===== config.mk =====
export PLATFORM = sky130hd
export DESIGN_NAME = input_buf_sched
export DESIGN_NICKNAME = d
export VERILOG_FILES = /design/src/rtl/input_buf_sched.sv
export SDC_FILE = /design/constraint.sdc
export NUM_CORES = 1
export LEC_CHECK = 0
export CORE_MARGIN = 1.5
export CORE_UTILIZATION = 50
export DETAILED_ROUTE_END_ITERATION = 10
export PLACE_DENSITY_LB_ADDON = 0.1
export SLEW_MARGIN = 20
export SYNTH_ARGS = -nofsm -noshare
export SYNTH_HDL_FRONTEND = slang
export SYNTH_HIERARCHICAL = 1
export SYNTH_SLANG_ARGS = --single-unit

===== constraint.sdc =====
create_clock -name clk -period 5 [get_ports clk]
set_clock_uncertainty 0.1 [all_clocks]
set_input_delay 1 -clock clk [delete_from_list [all_inputs] [get_ports clk]]
set_output_delay 1 -clock clk [all_outputs]
set_load 0.02 [all_outputs]

===== src/rtl/input_buf_sched.sv =====
// Frame load/drain scheduler: streams one frame into an external buffer, then reads it back
// through a 2-entry output FIFO that hides the buffer's one-cycle read latency.

module input_buf_sched_chk #(
    parameter int DATA_WIDTH = 16
) (
    input logic                  clk,
    input logic                  rst_n,
    input logic                  abort,
    input logic                  in_ready,
    input logic                  busy,
    input logic                  buf_wr_en,
    input logic                  buf_rd_en,
    input logic                  out_valid,
    input logic                  out_ready,
    input logic                  done,
    input logic [DATA_WIDTH-1:0] out_data
);

    a_no_wr_rd: assert property (@(posedge clk) disable iff (!rst_n)
        !(buf_wr_en && buf_rd_en));

    a_ready_busy: assert property (@(posedge clk) disable iff (!rst_n)
        in_ready |-> busy);

    a_hold: assert property (@(posedge clk) disable iff (!rst_n)
        (out_valid && !out_ready && !abort) |=> (out_valid && (out_data == $past(out_data))));

    a_done_pulse: assert property (@(posedge clk) disable iff (!rst_n)
        done |=> !done);

endmodule

module input_buf_sched #(
    parameter int DATA_WIDTH = 16,
    parameter int ADDR_WIDTH = 8,
    parameter int FRAME_LEN  = 16
) (
    input  logic                         clk,
    input  logic                         rst_n,
    input  logic                         start,
    input  logic                         abort,
    input  logic                         in_valid,
    output logic                         in_ready,
    input  logic signed [DATA_WIDTH-1:0] in_data,
    output logic                         buf_wr_en,
    output logic [ADDR_WIDTH-1:0]        buf_wr_addr,
    output logic [DATA_WIDTH-1:0]        buf_wr_data,
    output logic                         buf_rd_en,
    output logic [ADDR_WIDTH-1:0]        buf_rd_addr,
    input  logic [DATA_WIDTH-1:0]        buf_rd_data,
    output logic                         out_valid,
    input  logic                         out_ready,
    output logic [DATA_WIDTH-1:0]        out_data,
    output logic                         out_last,
    output logic                         busy,
    output logic                         done
);

    typedef enum logic [1:0] {
        ST_IDLE  = 2'd0,
        ST_LOAD  = 2'd1,
        ST_DRAIN = 2'd2,
        ST_DONE  = 2'd3
    } state_t;

    // One extra pointer bit so a full 2**ADDR_WIDTH frame can count to FRAME_LEN.
    localparam int PW = ADDR_WIDTH + 1;
    localparam logic [PW-1:0] FRAME_LEN_C = PW'(FRAME_LEN);
    localparam logic [PW-1:0] LAST_IDX_C  = PW'(FRAME_LEN - 1);

    state_t                  state_r;
    state_t                  state_nxt_s;
    logic [PW-1:0]           wr_ptr_r;
    logic [PW-1:0]           rd_ptr_r;
    logic [DATA_WIDTH-1:0]   fifo_data_r [2];
    logic [1:0]              fifo_last_r;
    logic                    head_r;
    logic [1:0]              count_r;
    logic                    inflight_r;
    logic                    inflight_last_r;

    logic                    wr_fire_s;
    logic                    rd_fire_s;
    logic                    out_hs_s;
    logic [1:0]              occ_s;
    logic                    tail_s;
    logic                    head_last_s;

    // Buffer strobe qualification and FIFO occupancy bookkeeping.
    always_comb begin
        wr_fire_s   = 1'b0;
        rd_fire_s   = 1'b0;
        out_hs_s    = (count_r != 2'd0) && out_ready;
        occ_s       = count_r + {1'b0, inflight_r} - {1'b0, out_hs_s};
        tail_s      = head_r ^ count_r[0];
        head_last_s = fifo_last_r[head_r];
        if (abort) begin
            wr_fire_s = 1'b0;
            rd_fire_s = 1'b0;
        end else if (state_r == ST_LOAD) begin
            wr_fire_s = in_valid;
        end else if (state_r == ST_DRAIN) begin
            // A handshake this cycle frees a slot, so the read may overlap the pop.
            rd_fire_s = (rd_ptr_r < FRAME_LEN_C) && (occ_s < 2'd2);
        end else begin
            wr_fire_s = 1'b0;
            rd_fire_s = 1'b0;
        end
    end

    // Next-state logic; abort overrides every transition.
    always_comb begin
        state_nxt_s = state_r;
        if (abort) begin
            state_nxt_s = ST_IDLE;
        end else begin
            case (state_r)
                ST_IDLE: begin
                    if (start) state_nxt_s = ST_LOAD;
                    else       state_nxt_s = ST_IDLE;
                end
                ST_LOAD: begin
                    if (wr_fire_s && (wr_ptr_r == LAST_IDX_C)) state_nxt_s = ST_DRAIN;
                    else                                        state_nxt_s = ST_LOAD;
                end
                ST_DRAIN: begin
                    if (out_hs_s && head_last_s) state_nxt_s = ST_DONE;
                    else                         state_nxt_s = ST_DRAIN;
                end
                ST_DONE: state_nxt_s = ST_IDLE;
                default: state_nxt_s = ST_IDLE;
            endcase
        end
    end

    // State register.
    always_ff @(posedge clk or negedge rst_n) begin
        if (!rst_n) begin
            state_r <= ST_IDLE;
        end else begin
            state_r <= state_nxt_s;
        end
    end

    // Pointers, read-in-flight tracking and the 2-entry output FIFO.
    always_ff @(posedge clk or negedge rst_n) begin
        if (!rst_n) begin
            wr_ptr_r        <= {PW{1'b0}};
            rd_ptr_r        <= {PW{1'b0}};
            head_r          <= 1'b0;
            count_r         <= 2'd0;
            inflight_r      <= 1'b0;
            inflight_last_r <= 1'b0;
            fifo_last_r     <= 2'b00;
            for (int i = 0; i < 2; i++) begin
                fifo_data_r[i] <= {DATA_WIDTH{1'b0}};
            end
        end else if (abort) begin
            wr_ptr_r        <= {PW{1'b0}};
            rd_ptr_r        <= {PW{1'b0}};
            head_r          <= 1'b0;
            count_r         <= 2'd0;
            inflight_r      <= 1'b0;
            inflight_last_r <= 1'b0;
            fifo_last_r     <= 2'b00;
        end else begin
            if (wr_fire_s) begin
                wr_ptr_r <= (wr_ptr_r == LAST_IDX_C) ? {PW{1'b0}} : (wr_ptr_r + PW'(1));
            end
            if (rd_fire_s) begin
                rd_ptr_r <= rd_ptr_r + PW'(1);
            end else if (state_r == ST_DONE) begin
                rd_ptr_r <= {PW{1'b0}};
            end
            inflight_r      <= rd_fire_s;
            inflight_last_r <= rd_fire_s && (rd_ptr_r == LAST_IDX_C);
            if (inflight_r) begin
                fifo_data_r[tail_s] <= buf_rd_data;
                fifo_last_r[tail_s] <= inflight_last_r;
            end
            if (out_hs_s) begin
                head_r <= ~head_r;
            end
            count_r <= occ_s;
        end
    end

    // Output decode; data buses read as zero whenever their strobe/valid is low.
    always_comb begin
        in_ready    = (state_r == ST_LOAD) && !abort;
        buf_wr_en   = wr_fire_s;
        buf_wr_addr = wr_ptr_r[ADDR_WIDTH-1:0];
        buf_wr_data = wr_fire_s ? in_data : {DATA_WIDTH{1'b0}};
        buf_rd_en   = rd_fire_s;
        buf_rd_addr = rd_ptr_r[ADDR_WIDTH-1:0];
        out_valid   = (count_r != 2'd0);
        out_data    = out_valid ? fifo_data_r[head_r] : {DATA_WIDTH{1'b0}};
        out_last    = out_valid && head_last_s;
        busy        = (state_r != ST_IDLE);
        done        = (state_r == ST_DONE);
    end

    input_buf_sched_chk #(
        .DATA_WIDTH (DATA_WIDTH)
    ) u_chk (
        .clk       (clk),
        .rst_n     (rst_n),
        .abort     (abort),
        .in_ready  (in_ready),
        .busy      (busy),
        .buf_wr_en (buf_wr_en),
        .buf_rd_en (buf_rd_en),
        .out_valid (out_valid),
        .out_ready (out_ready),
        .done      (done),
        .out_data  (out_data)
    );

endmodule


==> results.rst <==
.. list-table::
   :header-rows: 1

   * - Metric
     - Value
   * - Count of state elements after synthesis
     - 59
   * - Min cycle time layout
     - 4.53 ns
   * - CTS Buf Count
     - 9
   * - Clk pin slew, worst setup/hold paths
     - 0.05 ns
   * - Run status
     - complete, no violations
   * - Average detailed-routed wire length per instance
     - 14.0 um
   * - R2R Path End
     - rd_ptr_r[0]$_DFFE_PN0P_
   * - Number of max-capacitance violations reported
     - 0
   * - Full die area
     - 6520 um2
   * - Power density over cell area
     - 318 nW/um2
   * - Count of routing violations after the opening detailed-route iteration
     - 115
   * - Placed wire-length estimate
     - 4230 um
   * - Standby leakage power
     - 1.81 nW
   * - Ratio of cells with drive above 1 in the final layout
     - 0.180
   * - Max Freq
     - 221 MHz
   * - Count of instances resized after the clock tree is built
     - 0
   * - Top_reg_cell synth
     - sky130_fd_sc_hd__dfrtp_1
   * - Final-layout worst hold slack
     - 0.377 ns
   * - Startpoint types
     - primary input
   * - Setup-violating endpoint count in the final report
     - 0
   * - Final wirelength
     - 6050 um
   * - Register area share after synthesis
     - 0.488
   * - Async set-reset flop share out of synthesis
     - 1.00
   * - Worst-skew pair later-pin latency
     - 0.33 ns
   * - # H-tree levels
     - 3
   * - Classification of the worst setup path
     - in -> out
   * - Maximum number of buffers from clock root to sink
     - 2
   * - CTS tree
     - yes
   * - Met2 usage in global routing
     - 0.320
   * - Mapped Nets
     - 311
   * - Layout Nets
     - 394
   * - Final cell count without fillers
     - 431
   * - Final number of max-transition violations
     - 0
   * - Max rail drop VDD
     - 0.183 mV
   * - Post-detailed-route DRC marker count
     - 0
   * - Total track usage
     - 0.198
   * - Leading cell types by total area after synthesis
     - sky130_fd_sc_hd__dfrtp_1, sky130_fd_sc_hd__mux2_2, sky130_fd_sc_hd__mux2i_1, sky130_fd_sc_hd__buf_4, sky130_fd_sc_hd__and2_1
   * - Origin of the critical flop-to-flop path
     - count_r[0]$_DFF_PN0_
   * - Worst min path class
     - reg -> reg
   * - Final hold viol count
     - 0
   * - Depth of the worst register-to-register path
     - 8
   * - Initial antenna violation count
     - 0
   * - Via count of the first global-routing pass
     - 2117
   * - Avg Vias per Cell
     - 5.24
   * - Synth Warn #
     - 6
   * - Horizontal die dimension
     - 80.8 um
   * - Setup Total Neg Slack
     - 0 ns
   * - Count of input and output buffers
     - 92
   * - Remaining antenna violation count after routing
     - 0
   * - Area growth syn-to-layout
     - 36.0%
   * - CP max FO
     - 6
   * - Hold Path Stages
     - 1
   * - Post-cts hold buffer count
     - 0
   * - Dominant cell by count in the synthesized netlist
     - sky130_fd_sc_hd__dfrtp_1
   * - Top-area cell type share of the netlist area
     - 0.488
   * - Post-synth EDFFs
     - 0
   * - Mapped Cells
     - 269
   * - Commonest cells in the netlist
     - sky130_fd_sc_hd__dfrtp_1, sky130_fd_sc_hd__mux2_2, sky130_fd_sc_hd__nor2_1
   * - Global placer's final weighted congestion
     - 0.803
   * - Number of buffers added for setup after CTS
     - 0
   * - Grt met1 use
     - 0.256
   * - Met3 demand-to-capacity share in global routing
     - 0.0629
   * - Count of boundary I/O pins
     - 93
   * - Headroom to the max-slew limit
     - 0.437
   * - End point of the most critical hold path
     - rd_ptr_r[8]$_DFFE_PN0P_
   * - Per-instance average area after synthesis
     - 11.2 um2
   * - Maximum number of pins on one net before global-route repair
     - 60
   * - Die Ht
     - 80.8 um
   * - Placed Instance Area
     - 3920 um2
   * - Required time at the worst-slack endpoint
     - 3.90 ns
   * - Launch point of the worst hold path
     - rd_ptr_r[8]$_DFFE_PN0P_
   * - Initial Util
     - 0.514
   * - Number of filler cells placed in the layout
     - 461
   * - Worst Setup End Kind
     - output pin
   * - Clk sinks
     - 59
   * - Antenna cell count
     - 0
   * - Cell count after placement
     - 416
   * - Pre-Repair DR Iteration Count
     - 4
   * - Top cell type by total area after synthesis
     - sky130_fd_sc_hd__dfrtp_1
   * - Number of vias after detailed routing
     - 2258
   * - Core ar.
     - 5890 um2
   * - Distinct cells, synth
     - 44
   * - Data arrival at the endpoint of the critical path
     - 3.43 ns
   * - Part of the cycle the worst path needs
     - 0.906
   * - Root Buffer Master
     - sky130_fd_sc_hd__clkbuf_8
   * - Layer with the highest usage
     - met2
   * - Flop-to-flop setup slack
     - 2.50 ns
   * - Worst-Margin Slew
     - 0.844 ns
   * - Setup repair after global routing missed its margin
     - false
   * - Wire length of the first global-routing pass
     - 9800 um
   * - Total grt overflow
     - 0
   * - Final design instance area without fill
     - 4110 um2
   * - Cell area after synthesis
     - 3020 um2
   * - Number of standard-cell rows in the floorplan
     - 28
-- cell usage in the layout (no fill, tap or decap), types with 2 or more instances in the layout --
cell type                         synthesis  final
sky130_fd_sc_hd__nand2_1                  7      7
sky130_fd_sc_hd__o21ai_0                  5      5
sky130_fd_sc_hd__nor2_1                  26     26
sky130_fd_sc_hd__mux2_2                  34     34
sky130_fd_sc_hd__ha_1                     4      4
sky130_fd_sc_hd__o21a_1                   2      2
sky130_fd_sc_hd__mux2i_1                 18     18
sky130_fd_sc_hd__xnor2_1                  2      2
sky130_fd_sc_hd__nand3_1                 10     10
sky130_fd_sc_hd__nor4_1                   3      3
sky130_fd_sc_hd__clkdlybuf4s50_1          0     91
sky130_fd_sc_hd__a22o_1                   2      2
sky130_fd_sc_hd__clkbuf_8                 0     11
sky130_fd_sc_hd__xor2_1                   4      4
sky130_fd_sc_hd__and3_1                   2      2
sky130_fd_sc_hd__nor3_1                   3      3
sky130_fd_sc_hd__inv_1                    6      6
sky130_fd_sc_hd__nand4_1                  3      3
sky130_fd_sc_hd__nor2b_1                  2      2
sky130_fd_sc_hd__dfrtp_1                 59     59
sky130_fd_sc_hd__buf_4                   17      6
sky130_fd_sc_hd__and2_1                  20     20
sky130_fd_sc_hd__clkbuf_1                 3      2
sky130_fd_sc_hd__a21oi_1                 11     11
-- report_power, final --
| group | leakage, nW | internal (W) | switching [W] |
|---|---|---|---|
| registers | 0.810 | 0.000506 | 0.0000358 |
| clock network | 0.0995 | 0.000254 | 0.000173 |
| logic | 0.900 | 0.000165 | 0.000172 |
| total | 1.81 | 0.000926 | 0.000381 |
-- metrics by stage --
stage	power, W	util	worst slack, ns
floorplan	0.000754	-	1.57
global placement	0.000883	0.665	0.526
detailed placement	0.000892	0.665	0.485
CTS	0.00132	0.698	0.448
global route	0.00137	0.698	0.302
finish	0.00131	0.698	0.468
-- registers in the layout, indices dropped and copies added (netlist names) --
register         count
fifo_data_r         32
rd_ptr_r             9
wr_ptr_r             9
count_r              2
fifo_last_r          2
state_r              2
head_r               1
inflight_last_r      1
inflight_r           1
-- routing by layer --
layer / part of all wire / routed length [um]
met3: 0.066 / 401
met5: 0 / 0
met4: 0.0098 / 59
met2: 0.47 / 2870
met1: 0.45 / 2710
-- kinds of logic (layout without fill, tap and decap cells) --
kind of cell / after synthesis / in the layout / share of synthesized area
and+or+nand+nor: 90 / 90 / 0.168
AOI/OAI and AO/OA: 25 / 25 / 0.0526
DFF: 59 / 59 / 0.488
adders and majority gates: 4 / 4 / 0.0166
xor gates and xnor gates: 7 / 7 / 0.0252
muxes: 52 / 52 / 0.186
buffers and inverters: 32 / 119 / 0.0629
-- final cells by class --
cell class,count,area [um2],share of cell area
clock buffers,13,159,0.0387
clock inverters,2,35.0,0.00852
inverters,6,22.5,0.00548
multi-input cells,178,1360,0.332
flip-flops and latches,59,1480,0.359
well taps,75,93.8,0.0228
repair buffers,98,961,0.234
-- how the worst max path moves through the flow --
stage / startpoint / endpoint / cells after the start
after floorplan: out_ready / buf_rd_en / 7
after global placement: out_ready / buf_rd_en / 9
after detailed placement: out_ready / buf_rd_en / 9
after CTS: out_ready / buf_rd_en / 9
after global routing: out_ready / buf_rd_en / 9
final: out_ready / buf_rd_en / 9
-- critical path: stages --
cell and delay (ns):
sky130_fd_sc_hd__clkdlybuf4s50_1 0.41, sky130_fd_sc_hd__o21ai_0 0.15, sky130_fd_sc_hd__inv_1 0.08, sky130_fd_sc_hd__ha_1 0.28, sky130_fd_sc_hd__inv_1 0.06, sky130_fd_sc_hd__ha_1 0.15, sky130_fd_sc_hd__xor3_1 0.32, sky130_fd_sc_hd__nor4_4 0.31
sky130_fd_sc_hd__clkdlybuf4s50_1 0.68
No activity file was read; power rests on OpenSTA's default activity.
